===== config.mk =====
export PLATFORM = sky130hd
export DESIGN_NAME = writeback_unit
export DESIGN_NICKNAME = d
export VERILOG_FILES = /design/src/rtl/writeback_unit.sv
export SDC_FILE = /design/constraint.sdc
export NUM_CORES = 1
export LEC_CHECK = 0
export BUFFER_PORTS_ARGS = -buffer_cell sky130_fd_sc_hd__clkbuf_2
export CORE_ASPECT_RATIO = 1.75
export CORE_UTILIZATION = 40
export DETAILED_ROUTE_END_ITERATION = 10
export PLACE_DENSITY_LB_ADDON = 0.3
export SLEW_MARGIN = 25
export SYNTH_ARGS = -nofsm -noshare
export SYNTH_HDL_FRONTEND = slang
export SYNTH_SLANG_ARGS = --single-unit

===== constraint.sdc =====
create_clock -name clk -period 3.7 [get_ports clk]
set_clock_uncertainty 0.05 [all_clocks]
set_input_delay 0.74 -clock clk [delete_from_list [all_inputs] [get_ports clk]]
set_output_delay 0.74 -clock clk [all_outputs]
set_load 0.01 [all_outputs]

===== src/rtl/writeback_unit.sv =====
// writeback_unit: final pipeline stage of the core. It registers one instruction
// per cycle from the memory stage and selects the register-file write value
// from the ALU, load, PC+4 or CSR sources. It lane-selects and extends load data,
// suppresses writes to x0 and counts retired instructions.
module writeback_unit #(
  parameter int unsigned XLEN       = 32,
  parameter int unsigned REG_ADDR_W = 5,
  parameter int unsigned INSTRET_W  = 64
) (
  input  logic                  clk,
  input  logic                  rst_n,
  input  logic                  mem_valid,
  input  logic [REG_ADDR_W-1:0] mem_rd,
  input  logic [1:0]            mem_result_src,
  input  logic [XLEN-1:0]       mem_alu_result,
  input  logic [XLEN-1:0]       mem_read_data,
  input  logic [XLEN-1:0]       mem_instr_addr_plus,
  input  logic [XLEN-1:0]       mem_csr_data,
  input  logic [2:0]            mem_load_funct3,
  input  logic                  mem_wr_enable,
  input  logic                  stall,
  input  logic                  flush,
  output logic                  wb_valid,
  output logic [REG_ADDR_W-1:0] wb_rd,
  output logic [XLEN-1:0]       wb_write_data,
  output logic                  wb_wr_enable,
  output logic [INSTRET_W-1:0]  wb_instret
);

  localparam int unsigned OFF_W = $clog2(XLEN / 8);

  typedef enum logic [1:0] {
    SRC_ALU  = 2'b00,
    SRC_LOAD = 2'b01,
    SRC_PC4  = 2'b10,
    SRC_CSR  = 2'b11
  } result_src_e;

  typedef enum logic [2:0] {
    LD_B  = 3'b000,
    LD_H  = 3'b001,
    LD_W  = 3'b010,
    LD_D  = 3'b011,
    LD_BU = 3'b100,
    LD_HU = 3'b101,
    LD_WU = 3'b110
  } load_type_e;

  logic [OFF_W-1:0] off;
  logic [OFF_W-1:0] off_h;
  logic [OFF_W-1:0] off_w;
  logic [XLEN-1:0]  byte_lane;
  logic [XLEN-1:0]  half_lane;
  logic [XLEN-1:0]  word_lane;
  logic [XLEN-1:0]  load_value;
  logic [XLEN-1:0]  result_value;
  logic             wr_next;
  logic             capture;
  logic             retire;

  // Byte offset within the data word, aligned down to the access size.
  assign off   = mem_alu_result[OFF_W-1:0];
  assign off_h = off & ~OFF_W'(1);
  assign off_w = off & ~OFF_W'(3);

  // Shift the addressed lane down to bit 0; misaligned offsets are not trapped.
  assign byte_lane = mem_read_data >> {off, 3'b000};
  assign half_lane = mem_read_data >> {off_h, 3'b000};
  assign word_lane = mem_read_data >> {off_w, 3'b000};

  // Load extension; unknown codes and 64-bit-only codes on RV32 pass the raw word.
  always_comb begin
    load_value = mem_read_data;
    case (mem_load_funct3)
      LD_B:    load_value = XLEN'($signed(byte_lane[7:0]));
      LD_H:    load_value = XLEN'($signed(half_lane[15:0]));
      LD_W:    load_value = XLEN'($signed(word_lane[31:0]));
      LD_D:    load_value = mem_read_data;
      LD_BU:   load_value = XLEN'(byte_lane[7:0]);
      LD_HU:   load_value = XLEN'(half_lane[15:0]);
      LD_WU:   load_value = (XLEN == 64) ? XLEN'(word_lane[31:0]) : mem_read_data;
      default: load_value = mem_read_data;
    endcase
  end

  // Result source mux; every encoding selects a real source.
  always_comb begin
    result_value = mem_alu_result;
    case (result_src_e'(mem_result_src))
      SRC_ALU:  result_value = mem_alu_result;
      SRC_LOAD: result_value = load_value;
      SRC_PC4:  result_value = mem_instr_addr_plus;
      SRC_CSR:  result_value = mem_csr_data;
      default:  result_value = mem_alu_result;
    endcase
  end

  assign wr_next = mem_valid & mem_wr_enable & (mem_rd != '0);
  // Flush still loads rd/data so they stay deterministic; only valid/wr are killed.
  assign capture = flush | ~stall;
  assign retire  = ~flush & ~stall & mem_valid;

  // WB pipeline registers and retired-instruction counter.
  always_ff @(posedge clk or negedge rst_n) begin
    if (!rst_n) begin
      wb_valid      <= 1'b0;
      wb_rd         <= '0;
      wb_write_data <= '0;
      wb_wr_enable  <= 1'b0;
      wb_instret    <= '0;
    end else begin
      if (capture) begin
        wb_valid      <= mem_valid & ~flush;
        wb_rd         <= mem_rd;
        wb_write_data <= result_value;
        wb_wr_enable  <= wr_next & ~flush;
      end
      if (retire) begin
        wb_instret <= wb_instret + INSTRET_W'(1);
      end
    end
  end

endmodule


# [Yosys cells after proc, flatten, opt, wreduce, memory -nomap -nowiden]
# Index checks and enable logic that the tools add are counted.
# Widths: inputs -> output; s select.
[totals] in_bits=144 regBits=103 elab_cells=28 output_inout_bits=103
[op_classes] addsub=1 n_reduce_logical=3 shifts=2 bitwise_logic=9 n_eq_ne=6 n_mux=2
[ops] op="$pmux 32 s4" count=2
[ops] op="$add 64x1->64 const B" count=1
[ops] op="$shr 32x5->16" count=1
[ops] op="$shr 32x5->8" count=1
[ops] op="$and 1x1->1" count=6
[ops] op="$eq 3x3->1 const B" count=2
[ops] op="$reduce_bool 5->1" count=1
[ops] op="$eq 2x2->1 const B" count=2
[ops] op="$eq 3x1->1 const B" count=1
[ops] op="$logic_not 3->1" count=1
[ops] op="$eq 2x1->1 const B" count=1
[ops] op="$logic_not 2->1" count=1
[ops] op="$not 1->1" count=2
[ops] op="$or 1x1->1" count=1

# [Longest topological paths before layout]
[depth] depth_word=3 ltp_mapped=7 mapped_depth_nobuf=6

# [Worst setup path after synthesis]
# OpenSTA, ideal clock, no wires.
[synth_path] path_kind="input to register" from="in stall" to="reg wb_instret[49]" path_buffers=1 required_time_ns=3.524 cell_stages=6 setup_ns=0.126 t_arrival_ns=2.003 path_slack_ns=1.521 cell_sequence="nand4bb_4 nor4_4 and3_4 buf_6 nand4_1 xnor2_1"
[synth_via] elab_chain_len=3
[synth_rtl] item="from (decl)" line_no="21" rtl="input logic stall,"
[synth_rtl] item="$not 1->1" line_no="101" rtl="assign retire = ~flush & ~stall & mem_valid;"
[synth_rtl] item="$and 1x1->1 (2 in series)" line_no="101"
[synth_rtl] item="to (signal assigned)" line_no="119" rtl="wb_instret <= wb_instret + INSTRET_W'(1);"
[synth_rtl] item="to (decl)" line_no="27" rtl="output logic [INSTRET_W-1:0] wb_instret"
# Every way passes these cells.
# A chain may end at the register's enable or synchronous reset.

# [Final worst setup path]
[layout_path] from="in mem_alu_result[1]" to="reg wb_write_data[30]"
[layout_via] elab_chain_len=3 elab_cells_between_ends=4 cone_classes="shift: 2; mux: 2"
[layout_rtl] item="from (decl)" line_no="15" rtl="input logic [XLEN-1:0] mem_alu_result,"
[layout_rtl] item="$shr 32x5->16 or $shr 32x5->8 (tied branches)" line_no="68, 67"
[layout_rtl] item="$pmux 32 s4 *" line_no="74" rtl="case (mem_load_funct3)"
[layout_rtl] item="$pmux 32 s4 *" line_no="89" rtl="case (result_src_e'(mem_result_src))"
[layout_rtl] item="to (signal assigned)" line_no="115" rtl="wb_write_data <= result_value;"
[layout_rtl] item="to (decl)" line_no="25" rtl="output logic [XLEN-1:0] wb_write_data,"
# Mark *: on every way between the ends. The rest lies on a longest branch, timed or not.

==> flow_summary.yaml <==
run_status:
  outcome: "completed"
logic_synthesis:
  syn_inst: 614
  ys_seq_elements: 103
  syn_nets: 759
  synth-seq-area-share_pct: 44.8
  syn_avg_cell_area_um2: 9.37
  ys_types: 50
  netlist_area_mm2: 0.00575
  yosysWarnings: 0
sta:
  relSlewSlack_pct: 40.7
  rsz0062_at_grt: "false"
  period_needed_ps: 2470
  setup_ws_ps: 1230
  hold_viol: 0
  final_max_slew_viol_count: 0
  setup_tns_ps: 0
  fmax_mhz: 405
  worstMarginPinSlew_ps: 889
  finalSetupViolCount: 0
  period_share_pct: 66.7
power_and_ir_drop:
  leakagePower_nw: 3.71
  switching_share_pct: 29.9
  clockPowerShare_pct: 33.8
  power_mw: 2.68
  p_int_mw: 1.88
  p_per_area_mw_per_mm2: 361
  peakVddDrop_v: 0.000216
  netSwitchingPower_mw: 0.801
  power_frac_seq_pct: 47.3
  combPwrFrac_pct: 18.9
global_routing:
  antenna_found_initial: 0
  grt_pass1_wl_um: 29100
  track_usage_pct: 25.2
  grt_pass1_vias: 5865
  grt_max_degree: 57
  grt_overflow: 0
finish:
  n_antenna_cell: 0
  mostFrequentLayoutCells: "245 x clkbuf_2, 103 x dfrtp_1, 74 x nand2_1, 58 x nor2_1, 45 x a21oi_1"
  multi_input_area_mm2: 0.00299
  area_growth_syn_to_layout_pct: 29.2
  drive_above_1_share_pct: 34.4
  fill_cells: 1339
  finalNetCount: 993
  final_common_cell: "clkbuf_2"
  regArea_mm2: 0.00258
floorplanning:
  fp.dieW_um: 92.6
  die_area_mm2: 0.0149
  fp.dieH_um: 161
  ios: 247
  placementRows: 57
  start_util_pct: 41.1
  coreArea_mm2: 0.0140
route:
  drc: 0
  post_drt_via_cell_ratio: 5.54
  wl_per_cell_um: 18.0
  drtAntennaViolNets: 0
  vias: 5699
  drt-initial-drc-count: 151
  first_pass_iters: 4
  routed_wl_um: 18500
setup_path:
  rr_worst_depth: 5
  setup.worst_path.class: "primary input to flip-flop"
  rr_startpoint: "wb_instret[4]"
  end_kind: "flip-flop"
  worstPathArrival_ps: 2610
  crit_required_ps: 3840
  r2r-end: "wb_instret[53]"
  r2r_setup_slack_ps: 1500
  critPathLaunchType: "primary input"
  crit_fanout: 16
job:
  cap_violations: 0
clocking:
  cts_tree: "done"
  hold_buffers: 0
  ctsRootBufferMaster: "clkbuf_16"
  cts_resized: 0
  cts_buffers: 9
  cts_setup_buffers: 0
  cts_sinks: 103
  clockBufferDepth: 2
  htree_num_levels: 3
  clk_pin_slew_ps: 70
  clk-insertion-delay-late_ps: 340
hold_path:
  hp-class: "primary input to asynchronous set/reset pin"
placement:
  portBuffers: 246
  hpwl_um: 14400
  gp_routability_congestion: 1.01
  post-place-ws_ps: 874
==> worst max-delay path: stages <==
cell and delay, ps:
clkbuf_2 310, mux4_2 600, a21boi_0 190, a2111o_1 540, o221ai_1 220
==> worst max path at each step <==
stage               slack [ps]              start           endpoint
finish                    1230  mem_alu_result[1]  wb_write_data[30]
floorplan                 1520              stall     wb_instret[49]
detailed placement         870  mem_alu_result[1]  wb_write_data[30]
CTS                       1260  mem_alu_result[1]  wb_write_data[30]
global placement           930  mem_alu_result[1]  wb_write_data[30]
global route              1140  mem_alu_result[1]  wb_write_data[10]
==> stage by stage <==
step / instance area, um2 / instances / utilization (%) / hold WS, ps
global route: 7430 / 1029 / 53.1 / 454
floorplan: 5750 / 614 / - / 394
detailed placement: 7160 / 1014 / 51.2 / 410
finish: 7430 / 1029 / 53.1 / 418
global placement: 7160 / 1014 / 51.2 / 402
CTS: 7430 / 1029 / 53.1 / 427
==> layer usage <==
layer | track usage, % | wire (um) | share of wire [%] | vias to the layer above
li1 | - | - | - | 2668
met1 | 25.1 | 6420 | 35 | 2718
met2 | 47.2 | 10100 | 55 | 263
met3 | 5.02 | 1090 | 5.9 | 50
met4 | 14.2 | 866 | 4.7 | 0
met5 | 0 | 0 | 0 | -
==> cell families after synthesis <==
group,after synthesis,share of synthesized area [%]
fa+ha+maj,1,0.218
xor+xnor,63,9.60
simple gates,241,21.2
compound gates,120,13.6
buf+inv,49,3.50
mux,37,7.11
flops,103,44.8
==> cell type report <==
class | instances | area share (%)
clock buffers | 9 | 3.03
clock inverters | 6 | 0.606
inverters | 18 | 0.910
flip-flops and latches | 103 | 34.7
repair buffers | 254 | 17.6
well taps | 177 | 2.98
multi-input cells | 462 | 40.2
==> sequential cells by signal, indices dropped and copies added (netlist names) <==
register,count
wb_write_data,32
wb_rd,5
wb_wr_enable,1
wb_instret,64
wb_valid,1
==> cells in the mapped netlist, drive strengths merged <==
library cell	n	area share (%)
nand3	31	2.7
a221oi	6	0.91
o221ai	21	3.2
mux4	2	0.78
or2	3	0.33
o22ai	28	3.0
o311a	1	0.17
and4b	1	0.17
nand2	74	4.8
xnor2	41	6.2
and3	7	0.85
nor2	58	3.8
nor3b	4	0.61
a21oi	45	3.9
buf	9	0.89
o21ai	8	0.70
nor3	11	0.96
ha	1	0.22
a31oi	2	0.22
a2bb2oi	1	0.15
and4	4	0.61
a2111o	1	0.20
nor2b	2	0.22
clkbuf	22	1.4
a21boi	1	0.13
and2	4	0.44
o211ai	1	0.13
mux2i	24	4.2
or4	1	0.13
nand4	20	2.5
nand4bb	1	0.48
xor2	22	3.4
nand2b	13	1.4
a2111oi	2	0.30
a221o	2	0.35
nor4	6	0.91
and4bb	1	0.22
dfrtp	103	45
o21a	1	0.13
mux2	11	2.2
inv	18	1.2
==> power by group through the flow <==
stage	combinational [mW]	clock [mW]	sequential, mW
finish	0.507	0.906	1.27
detailed placement	0.511	0	1.29
floorplan	0.212	0	1.32
global route	0.550	0.977	1.28
global placement	0.501	0	1.29
CTS	0.512	0.932	1.27
No activity file was read; power rests on OpenSTA's default activity.
